<file path="config.mk">
export PLATFORM = sky130hd
export DESIGN_NAME = fp_normalize_pipe
export DESIGN_NICKNAME = d
export VERILOG_FILES = /design/src/rtl/fp_norm_pkg.sv /design/src/rtl/fp_lzc.sv /design/src/rtl/fp_normalize_pipe.sv
export SDC_FILE = /design/constraint.sdc
export NUM_CORES = 1
export LEC_CHECK = 0
export ABC_AREA = 1
export BUFFER_PORTS_ARGS = -buffer_cell sky130_fd_sc_hd__buf_2
export CELL_PAD_IN_SITES_DETAIL_PLACEMENT = 0
export CELL_PAD_IN_SITES_GLOBAL_PLACEMENT = 1
export CORE_UTILIZATION = 35
export DETAILED_ROUTE_END_ITERATION = 16
export PLACE_DENSITY_LB_ADDON = 0.15
export SETUP_SLACK_MARGIN = 0.02
export SLEW_MARGIN = 10
export SYNTH_ARGS = -nofsm -noshare
export SYNTH_HDL_FRONTEND = slang
export SYNTH_SLANG_ARGS = --single-unit
</file>
<file path="constraint.sdc">
create_clock -name clk -period 3.36 [get_ports clk]
set_input_delay 0.168 -clock clk [delete_from_list [all_inputs] [get_ports clk]]
set_output_delay 0.168 -clock clk [all_outputs]
set_load 0.02 [all_outputs]
</file>
<file path="src/rtl/fp_norm_pkg.sv">
// Shared types and constants for the floating-point normalize/round pipeline.
//   fp_class_e    : classification of the incoming adder result
//   rnd_mode_e    : IEEE-754 rounding direction
//   FLAG_*        : bit positions inside the 4-bit flags vector
//   canonical_nan : canonical quiet NaN encoding for a given format
package fp_norm_pkg;

  typedef enum logic [2:0] {
    CLS_NORM    = 3'd0,
    CLS_ZERO    = 3'd1,
    CLS_INF     = 3'd2,
    CLS_QNAN    = 3'd3,
    CLS_INVALID = 3'd4
  } fp_class_e;

  typedef enum logic [1:0] {
    RND_RNE = 2'd0,
    RND_RTZ = 2'd1,
    RND_RUP = 2'd2,
    RND_RDN = 2'd3
  } rnd_mode_e;

  localparam int FLAG_INEXACT   = 0;
  localparam int FLAG_UNDERFLOW = 1;
  localparam int FLAG_OVERFLOW  = 2;
  localparam int FLAG_INVALID   = 3;

  // Sign 0, exponent all ones, mantissa MSB set; returned right-aligned in
  // 64 bits so callers slice off the width they need.
  function automatic logic [63:0] canonical_nan(input int exp_w, input int man_w);
    logic [63:0] exp_ones;
    exp_ones = (64'd1 << exp_w) - 64'd1;
    return (exp_ones << man_w) | (64'd1 << (man_w - 1));
  endfunction

endpackage

</file>
<file path="src/rtl/fp_lzc.sv">
// Leading-zero counter.
//   data_i  : WIDTH-bit input vector
//   count_o : number of zeros above the most significant set bit;
//             WIDTH when data_i is all zero
module fp_lzc #(
  parameter int WIDTH = 24
) (
  input  logic [WIDTH-1:0]           data_i,
  output logic [$clog2(WIDTH+1)-1:0] count_o
);

  localparam int CNT_W = $clog2(WIDTH + 1);

  // Scan upward so the highest set bit is the last one to write the count.
  always_comb begin
    count_o = CNT_W'(WIDTH);
    for (int i = 0; i < WIDTH; i++) begin
      if (data_i[i]) count_o = CNT_W'(WIDTH - 1 - i);
    end
  end

endmodule

</file>
<file path="src/rtl/fp_normalize_pipe.sv">
// Two-stage normalize / round / pack pipeline for a floating-point adder.
//   Stage 1: carry right-shift or LZC-driven left shift, special-class handling.
//   Stage 2: rounding, exponent adjust, overflow/underflow, packing.
// Ports:
//   clk, rst_n                 : clock, asynchronous active-low reset
//   in_valid/in_ready          : input handshake
//   in_sign/in_exp/in_man      : pre-normalized result ({carry, hidden, frac})
//   in_grs                     : {guard, round, sticky}
//   in_class, rnd_mode         : operand class and rounding mode of the beat
//   out_valid/out_ready        : output handshake
//   out_result, out_flags      : packed result, {invalid, overflow, underflow, inexact}
module fp_normalize_pipe
  import fp_norm_pkg::*;
#(
  parameter int EXP_W = 8,
  parameter int MAN_W = 23
) (
  input  logic                   clk,
  input  logic                   rst_n,
  input  logic                   in_valid,
  output logic                   in_ready,
  input  logic                   in_sign,
  input  logic [EXP_W-1:0]       in_exp,
  input  logic [MAN_W+1:0]       in_man,
  input  logic [2:0]             in_grs,
  input  fp_class_e              in_class,
  input  rnd_mode_e              rnd_mode,
  output logic                   out_valid,
  input  logic                   out_ready,
  output logic [EXP_W+MAN_W:0]   out_result,
  output logic [3:0]             out_flags
);

  localparam int SIG_W = MAN_W + 1;
  localparam int RES_W = 1 + EXP_W + MAN_W;
  localparam int LZC_W = $clog2(SIG_W + 1);
  localparam logic [63:0]      QNAN_FULL = canonical_nan(EXP_W, MAN_W);
  localparam logic [RES_W-1:0] QNAN      = QNAN_FULL[RES_W-1:0];
  localparam logic [EXP_W:0]   EXP_MAX   = {1'b0, {EXP_W{1'b1}}};

  // Exponent carries one extra bit so a carry into all-ones is visible.
  typedef struct packed {
    logic             sign;
    logic [EXP_W:0]   exp;
    logic [SIG_W-1:0] sig;
    logic             g;
    logic             r;
    logic             s;
    fp_class_e        cls;
    rnd_mode_e        rnd;
  } s1_t;

  s1_t              s1_d, s1_q;
  logic             s1_valid_q, s2_valid_q;
  logic             s2_load, s1_advance;
  logic [LZC_W-1:0] lzc;
  logic [EXP_W:0]   shift_cap, shift_amt;
  logic [SIG_W+1:0] shifted;
  logic             inc, inexact, ovf;
  logic [SIG_W:0]   sum;
  logic [EXP_W:0]   exp_rnd;
  logic [RES_W-1:0] res_d, res_q;
  logic [3:0]       flags_d, flags_q;

  // Handshake: each stage loads when empty or when its consumer takes it.
  assign s2_load    = !s2_valid_q || out_ready;
  assign s1_advance = s1_valid_q && s2_load;
  assign in_ready   = !s1_valid_q || s1_advance;

  fp_lzc #(.WIDTH(SIG_W)) u_lzc (
    .data_i  (in_man[MAN_W:0]),
    .count_o (lzc)
  );

  // Stage 1: normalize
  always_comb begin
    // Left shift may not drive the exponent below 1; beyond that the value
    // stays subnormal and the hidden bit remains clear.
    shift_cap = (in_exp == '0) ? '0 : {1'b0, in_exp} - (EXP_W+1)'(1);
    shift_amt = ((EXP_W+1)'(lzc) > shift_cap) ? shift_cap : (EXP_W+1)'(lzc);
    shifted   = {in_man[MAN_W:0], in_grs[2], in_grs[1]} << shift_amt;

    s1_d      = '0;
    s1_d.sign = in_sign;
    s1_d.cls  = in_class;
    s1_d.rnd  = rnd_mode;
    if (in_class == CLS_NORM && in_man == '0) begin
      // Exact cancellation: signed zero, negative when rounding down.
      s1_d.cls  = CLS_ZERO;
      s1_d.sign = (rnd_mode == RND_RDN) ? 1'b1 : in_sign;
    end else if (in_man[MAN_W+1]) begin
      s1_d.exp = {1'b0, in_exp} + (EXP_W+1)'(1);
      s1_d.sig = in_man[MAN_W+1:1];
      s1_d.g   = in_man[0];
      s1_d.r   = in_grs[2];
      s1_d.s   = in_grs[1] | in_grs[0];
    end else begin
      s1_d.sig = shifted[SIG_W+1:2];
      s1_d.g   = shifted[1];
      s1_d.r   = shifted[0];
      s1_d.s   = in_grs[0];
      s1_d.exp = shifted[SIG_W+1] ? ({1'b0, in_exp} - shift_amt) : '0;
    end
  end

  // Stage 2: round and pack
  always_comb begin
    inexact = s1_q.g | s1_q.r | s1_q.s;
    inc     = 1'b0;
    case (s1_q.rnd)
      RND_RNE: inc = s1_q.g & (s1_q.r | s1_q.s | s1_q.sig[0]);
      RND_RTZ: inc = 1'b0;
      RND_RUP: inc = inexact & ~s1_q.sign;
      RND_RDN: inc = inexact & s1_q.sign;
      default: inc = 1'b0;
    endcase

    // A carry out of the significand leaves the fraction bits all zero.
    sum     = {1'b0, s1_q.sig} + (SIG_W+1)'(inc);
    exp_rnd = s1_q.exp;
    if (sum[SIG_W]) begin
      exp_rnd = s1_q.exp + (EXP_W+1)'(1);
    end else if (s1_q.exp == '0 && sum[SIG_W-1]) begin
      // Subnormal rounded up into the smallest normal.
      exp_rnd = (EXP_W+1)'(1);
    end
    ovf = (exp_rnd >= EXP_MAX);

    res_d   = {s1_q.sign, exp_rnd[EXP_W-1:0], sum[MAN_W-1:0]};
    flags_d = '0;
    flags_d[FLAG_INEXACT]   = inexact;
    flags_d[FLAG_UNDERFLOW] = inexact && (exp_rnd == '0);

    if (ovf) begin
      flags_d[FLAG_OVERFLOW] = 1'b1;
      flags_d[FLAG_INEXACT]  = 1'b1;
      // Modes rounding toward zero for this sign saturate to max finite.
      if (s1_q.rnd == RND_RTZ || (s1_q.rnd == RND_RUP && s1_q.sign) ||
          (s1_q.rnd == RND_RDN && !s1_q.sign))
        res_d = {s1_q.sign, {{(EXP_W-1){1'b1}}, 1'b0}, {MAN_W{1'b1}}};
      else
        res_d = {s1_q.sign, {EXP_W{1'b1}}, {MAN_W{1'b0}}};
    end

    case (s1_q.cls)
      CLS_ZERO: begin
        res_d   = {s1_q.sign, {(RES_W-1){1'b0}}};
        flags_d = '0;
      end
      CLS_INF: begin
        res_d   = {s1_q.sign, {EXP_W{1'b1}}, {MAN_W{1'b0}}};
        flags_d = '0;
      end
      CLS_QNAN: begin
        res_d   = QNAN;
        flags_d = '0;
      end
      CLS_INVALID: begin
        res_d   = QNAN;
        flags_d = '0;
        flags_d[FLAG_INVALID] = 1'b1;
      end
      default: ;
    endcase
  end

  always_ff @(posedge clk or negedge rst_n) begin
    if (!rst_n) begin
      s1_valid_q <= 1'b0;
      s1_q       <= '0;
      s2_valid_q <= 1'b0;
      res_q      <= '0;
      flags_q    <= '0;
    end else begin
      if (in_ready) begin
        s1_valid_q <= in_valid;
        if (in_valid) s1_q <= s1_d;
      end
      if (s2_load) begin
        s2_valid_q <= s1_valid_q;
        if (s1_valid_q) begin
          res_q   <= res_d;
          flags_q <= flags_d;
        end
      end
    end
  end

  assign out_valid  = s2_valid_q;
  assign out_result = res_q;
  assign out_flags  = flags_q;

endmodule

</file>
==> metrics.md, run 1 <==
| Metric | Value |
|---|---|
| Clock transition at the registers of the reported paths | 0.06 ns |
| Largest net degree at the start of global routing | 81 |
| Worst r2r dst | out_result[10] |
| Vias per cell | 5.01 |
| R2r worst-path depth | 26 |
| Peak Freq | 262 MHz |
| Die Ht | 140 µm |
| Tmin final | 3.82 ns |
| DP Area | 0.00853 mm² |
| Initial antenna violation count | 0 |
| Gr usage total | 0.230 |
| DIE WIDTH | 140 µm |
| Leakage power | 5.12 nW |
| Gp weighted congestion | 0.937 |
| Commonest cells in the netlist | nand2_1 (266), nand3_1 (186), inv_1 (109), dfrtp_1 (80), nor2_1 (68) |
| RSZ-0062 raised after global routing | yes |
| Worst hold slack | -0.00791 ns |
| Pre-Repair DR Iteration Count | 6 |
| Post-detailed-route count of antenna-violating nets | 0 |
| Core area | 0.0186 mm² |
| Worst slew margin | 0.346 |
| Std cell rows | 50 |
| Post-synthesis register bit count | 80 |
| Worst slack, placed | -0.998 ns |
| Util after Layout | 0.546 |
| Cell Area, Synth | 0.00664 mm² |
| Crit. End Element | flip-flop |
| CTS Hold Bufs | 0 |
| WL/cell | 14.6 µm |
| Status | complete, but fails checks |
| Failing checks | negative hold slack, negative setup slack |
| 1st-iter DRT viols | 434 |
| CTS Buffer Depth | 2 |
| CTS tree | done |
| Period utilisation layout | 1.14 |
| Final hold vios | 1 |
| Synth area leaders | dfrtp_1 (30%), nand2_1 (15%), nand3_1 (14%) |
| Area leader, netlist | dfrtp_1 |
| Final net count | 1365 |
| Port bufs | 83 |
| Starting density of the core | 0.356 |
| CP delay by family, top | simple AND/OR/NAND/NOR gates |
| Clk root buf | clkbuf_16 |
| Slowest cell on crit path | fa_2 |
| Worst setup margin | -0.462 ns |
| Area Overhead vs Synth | 53.4% |
| PwrDens | 430 mW/mm² |
| Max FO, Critical Path | 6 |
| Setup crit start kind | input pin |
| Worst R2R Start | s1_q[1] |
| Hold Crit Class | input pin to asynchronous set/reset pin |
| Clock Latency Late Sink | 0.33 ns |
| CP required | 3.58 ns |
| Clk sinks | 80 |
| Max-cap violations | 0 |
| Global-route wire length before repair | 36100 µm |
| CP dominant cell by count | nand2_1 |
| Syn. warnings | 0 |
| Reg2reg setup slack | -0.31 ns |
| Setup_tns | -14.50 ns |
| Top-count cell post-synth | nand2_1 |
| Worst Skew | 0.00566 ns |
| # placed instances | 1461 |
| Vias in the first global route | 7206 |
| Slew Limit Fails | 0 |
| Slew @ Worst Pin | 0.980 ns |
| Total number of vias | 7707 |
| Share of the synthesized area in the top cell type | 0.302 |
| Final setup violation count | 65 |
| Post-synthesis cell type count | 53 |
| Critical Path AT | 4.05 ns |
| Post-synthesis sequential area ratio | 0.302 |
| Worst path bufs/invs | 3 |
| Post-synth ARST share | 1.00 |
| Crit-path max cell delay | 0.35 ns |
| Post-Layout Inst Area | 0.0102 mm² |
| H-tree depth | 3 |
| Antenna diodes | 0 |
| Synth Instances | 1030 |
| CTS buffer count | 9 |
| Wirelength, routed | 22500 µm |
| DRC | 0 |
| Final std cells w/o fill | 1537 |
| Crit Path Class | input pin to flip-flop |
| IR drop worst, VDD | 0.246 mV |
| DP HPWL | 16700 µm |
| Fraction of final layout cells with drive strength greater than 1 | 0.391 |
| Die area | 0.0195 mm² |
| I/O pin total | 84 |
| Synthesized area per cell | 6.45 µm² |
| Global route overflow | 0 |
| Primary FF master, synth | dfrtp_1 |
| Post-synth EDFFs | 0 |
| Total power | 4.38 mW |
cells by family (layout without fill, tap and decap cells):
logic type,after synthesis,in the layout,share of synthesized area
simple gates,582,582,0.396
fa+ha+maj,21,21,0.0407
xor+xnor,15,15,0.0198
compound gates,170,170,0.145
other cells,1,3,0.000565
buf+inv,161,432,0.0971
flops,80,80,0.302
placed cells by master (no fill, tap or decap), drive strengths merged, types with 7 or more instances in the layout:
| master | synthesis | layout |
|---|---|---|
| xor2 | 12 | 12 |
| nor2 | 76 | 76 |
| ha | 20 | 20 |
| nand3 | 192 | 192 |
| nand2 | 270 | 270 |
| o21ai | 77 | 77 |
| dfrtp | 80 | 80 |
| buf | 13 | 298 |
| inv | 113 | 114 |
| nand4 | 10 | 10 |
| clkbuf | 33 | 16 |
| a21oi | 58 | 58 |
| or2 | 7 | 7 |
| nor3 | 17 | 17 |
state kept, by name, summed over array words and instances, names as in the netlist:
name	flops
s1_q	42
out_flags	4
out_result	32
out_valid	1
s1_valid_q	1
power breakdown:
part | internal (mW) | total [mW] | switching, mW
clock network | 0.556 | 0.910 | 0.354
registers | 1.22 | 1.41 | 0.190
logic | 0.871 | 2.06 | 1.19
layer usage:
layer	up-vias	wire, µm	global-route usage
li1	3980	-	-
met1	3564	10900	0.321
met2	143	10700	0.379
met3	20	579	0.0141
met4	0	294	0.0711
met5	-	0	0
how the worst max path moves through the flow:
stage	startpoint	to	slack, ns	cells after the start
after floorplan	in_man[1]	s1_q[40]	-0.57	47
after global placement	in_man[1]	s1_q[40]	-0.90	36
after detailed placement	in_man[1]	s1_q[39]	-1.0	37
after CTS	in_man[1]	s1_q[39]	-0.48	49
after global routing	in_man[1]	s1_q[40]	-0.92	46
final	in_man[1]	s1_q[40]	-0.46	46
cell type report:
cell class	instances	area (µm²)
Tap cell	234	293
Sequential cell	80	2000
Clock inverter	3	15.0
Multi-Input combinational cell	791	4870
Clock buffer	13	270
Fill cell	1852	8460
Inverter	115	458
Timing Repair Buffer	301	2280
worst register-to-register path: stages (launching register included):
cell	delay, ns
dfrtp_1	0.36
nand2_2	0.07
buf_4	0.13
buf_4	0.12
buf_4	0.12
buf_4	0.13
buf_4	0.12
buf_4	0.12
buf_4	0.12
buf_4	0.12
buf_4	0.12
buf_4	0.12
buf_4	0.12
buf_4	0.13
buf_4	0.12
buf_4	0.12
buf_4	0.12
buf_4	0.12
buf_4	0.13
buf_4	0.13
buf_4	0.12
buf_4	0.12
a21oi_1	0.26
nand2_4	0.12
nand2_8	0.13
buf_12	0.15
o21ai_2	0.05
repair_timing:
action                                 4_1_cts  5_1_grt
endpoints found under the hold margin        0        0
pin swaps                                   47       48
buffers inserted                            45       15
gates cloned                                 1        3
resized for setup                           93      117
setup endpoints to repair                   67       69
(Power assumes the default switching activity.)
==> run 2, diff against run 1 <==
--- a/config.mk
+++ b/config.mk
@@ -9,7 +9,7 @@
 export BUFFER_PORTS_ARGS = -buffer_cell sky130_fd_sc_hd__buf_2
 export CELL_PAD_IN_SITES_DETAIL_PLACEMENT = 0
 export CELL_PAD_IN_SITES_GLOBAL_PLACEMENT = 1
-export CORE_UTILIZATION = 35
+export CORE_UTILIZATION = 38
 export DETAILED_ROUTE_END_ITERATION = 16
 export PLACE_DENSITY_LB_ADDON = 0.15
 export SETUP_SLACK_MARGIN = 0.02
==> metrics.md, run 2 (synthesis gave the netlist of run 1 again) <==
| Metric | Value |
|---|---|
| Status | complete, but fails checks (unchanged) |
| Failing checks | negative setup slack (was negative hold slack, negative setup slack) |
| Final std cells w/o fill | 1502 (was 1537) |
| Global route overflow | 0 (unchanged) |
| Clock transition at the registers of the reported paths | 0.06 ns (about the same) |
| Port bufs | 83 (unchanged) |
| Vias in the first global route | 7135 (was 7206) |
| WL/cell | 14.9 µm (was 14.6 µm) |
| DP Area | 0.00852 mm² (was 0.00853 mm²) |
| Total number of vias | 7704 (was 7707) |
| R2r worst-path depth | 27 (was 26) |
| Switching share of power | 0.399 (was 0.395) |
| Clk sinks | 80 (unchanged) |
| I/O pin total | 84 (unchanged) |
| Post-Layout Inst Area | 0.00991 mm² (was 0.0102 mm²) |
| # placed instances | 1450 (was 1461) |
| Worst R2R Start | s1_q[1] (unchanged) |
| 1st-iter DRT viols | 513 (was 434) |
| Die Ht | 134 µm (was 140 µm) |
| CP required | 3.59 ns (was 3.58 ns) |
| Peak Freq | 259 MHz (was 262 MHz) |
| Most frequent cells in the layout | nand2_1 (251), nand3_1 (173), buf_4 (168), inv_1 (98) (was nand2_1 (238), buf_4 (195), nand3_1 (148), inv_1 (98), dfrtp_1 (80)) |
| Max-cap violations | 0 (unchanged) |
| Final hold vios | 0 (was 1) |
| Cell Int Power | 2.58 mW (was 2.65 mW) |
| CP dominant cell by count | nand2_1 (unchanged) |
| Initial antenna violation count | 0 (unchanged) |
| FF+latch area | 0.00200 mm² (unchanged) |
| Combinational fraction of design power | 0.473 (was 0.469) |
| Gp weighted congestion | 0.907 (was 0.937) |
| Area Overhead vs Synth | 49.2% (was 53.4%) |
| Critical Path AT | 4.08 ns (was 4.05 ns) |
| DIE WIDTH | 134 µm (was 140 µm) |
| Commonest non-fill, non-tap cell in the layout | nand2_1 (unchanged) |
| H-tree depth | 3 (unchanged) |
| Post-detailed-route count of antenna-violating nets | 0 (unchanged) |
| Worst r2r dst | out_result[21] (was out_result[10]) |
| Setup crit start kind | input pin (unchanged) |
| Std cell rows | 47 (was 50) |
| Antenna diodes | 0 (unchanged) |
| Worst slew margin | 0.347 (was 0.346) |
| Wirelength, routed | 22400 µm (was 22500 µm) |
| Worst setup margin | -0.498 ns (was -0.462 ns) |
| CTS buffer count | 9 (unchanged) |
| Global-route wire length before repair | 36200 µm (was 36100 µm) |
| Max reg flops | 42 (unchanged) |
| CTS tree | done (unchanged) |
| Worst Skew | 0.00563 ns (was 0.00566 ns) |
| Fillers | 1626 (was 1852) |
| Max FO, Critical Path | 5 (was 6) |
| Clock power frac | 0.197 (was 0.208) |
| Slew @ Worst Pin | 0.979 ns (was 0.980 ns) |
| Fraction of final layout cells with drive strength greater than 1 | 0.348 (was 0.391) |
| Period utilisation layout | 1.15 (was 1.14) |
| Largest Register | s1_q (unchanged) |
| Hold Crit Class | input pin to asynchronous set/reset pin (unchanged) |
| Vias per cell | 5.13 (was 5.01) |
| PwrDens | 433 mW/mm² (was 430 mW/mm²) |
| Tmin final | 3.86 ns (was 3.82 ns) |
| Multi-input logic area | 0.00473 mm² (was 0.00487 mm²) |
| Crit. End Element | flip-flop (unchanged) |
| Slowest cell on crit path | fa_2 (unchanged) |
| Core area | 0.0168 mm² (was 0.0186 mm²) |
| RSZ-0062 raised after global routing | yes (unchanged) |
| Final net count | 1345 (was 1365) |
| NetSw | 1.71 mW (was 1.73 mW) |
| Largest net degree at the start of global routing | 81 (unchanged) |
| Leakage power | 4.99 nW (was 5.12 nW) |
| CTS Hold Bufs | 0 (unchanged) |
| DP HPWL | 16400 µm (was 16700 µm) |
| IR drop worst, VDD | 0.369 mV (was 0.246 mV) |
| Crit Path Class | input pin to flip-flop (unchanged) |
| Seq pwr share | 0.331 (was 0.323) |
| Final setup violation count | 44 (was 65) |
| Pre-Repair DR Iteration Count | 5 (was 6) |
| Slew Limit Fails | 0 (unchanged) |
| CTS Buffer Depth | 2 (unchanged) |
| Clock Latency Late Sink | 0.33 ns (about the same) |
| Reg2reg setup slack | -0.35 ns (was -0.31 ns) |
| DRC | 0 (unchanged) |
| Starting density of the core | 0.395 (was 0.356) |
| Die area | 0.0180 mm² (was 0.0195 mm²) |
| Crit-path max cell delay | 0.36 ns (was 0.35 ns) |
| Clk root buf | clkbuf_16 (unchanged) |
| Gr usage total | 0.251 (was 0.230) |
==> run 2: what timing repair did <==
item                                    4_1_cts  5_1_grt
endpoints found under the setup margin       67       69
pin swaps                                    25       34
buffers inserted                             24       12
hold endpoints to repair                      0        0
gates cloned                                  2        4
resized for setup                            86       96
==> run 2: power by group through the flow <==
stage	clock (mW)	sequential, mW	combinational (mW)
after floorplan	0	1.61	0.812
after detailed placement	0	1.42	1.66
after CTS	0.859	1.41	1.88
after global routing	0.898	1.45	2.22
after global placement	0	1.41	1.65
final	0.842	1.42	2.03
==> run 2: area by class of cell <==
class	instances	share of cell area
tap	220	0.0278
inverter	115	0.0467
clock buffer	14	0.0246
timing repair buffer	281	0.221
multi-input combinational	791	0.477
sequential	80	0.202
clock inverter	1	0.000505
==> run 2: worst max-delay path by stage <==
stage	start	endpoint	slack [ns]	cells past startpoint
6_report	in_man[1]	s1_q[40]	-0.50	46
2_1_floorplan	in_man[1]	s1_q[40]	-0.57	47
4_1_cts	in_man[1]	s1_q[40]	-0.42	46
5_1_grt	in_man[1]	s1_q[39]	-0.92	49
3_5_place_dp	in_man[1]	s1_q[40]	-0.96	36
3_3_place_gp	in_man[1]	s1_q[40]	-0.88	36
==> run 2: critical path, delay by kind of cell <==
kind	cells	cell delay, ns
simple gates	35	2.33
fa+ha+maj	3	0.70
compound gates	5	0.66
buf+inv	3	0.24
==> run 2: metal layers <==
metal / vias up / track usage / routed length, µm
met2: 226 / 0.421 / 10500
met1: 3512 / 0.349 / 10500
met3: 26 / 0.0276 / 1020
met5: - / 0 / 0
met4: 0 / 0.0487 / 351
li1: 3940 / - / -
==> run 2: through the flow <==
stage / util / power [mW] / hold slack [ns] / TNS [ns] / setup WS [ns]
finish: 0.589 / 4.29 / 0.00395 / -10.40 / -0.498
global route: 0.589 / 4.57 / 0.0841 / -32.18 / -0.924
CTS: 0.557 / 4.15 / 0.0365 / -10.93 / -0.425
detailed placement: 0.507 / 3.08 / 0.393 / -36.60 / -0.958
global placement: 0.507 / 3.06 / 0.393 / -32.57 / -0.880
floorplan: - / 2.42 / -0.128 / -2.21 / -0.569
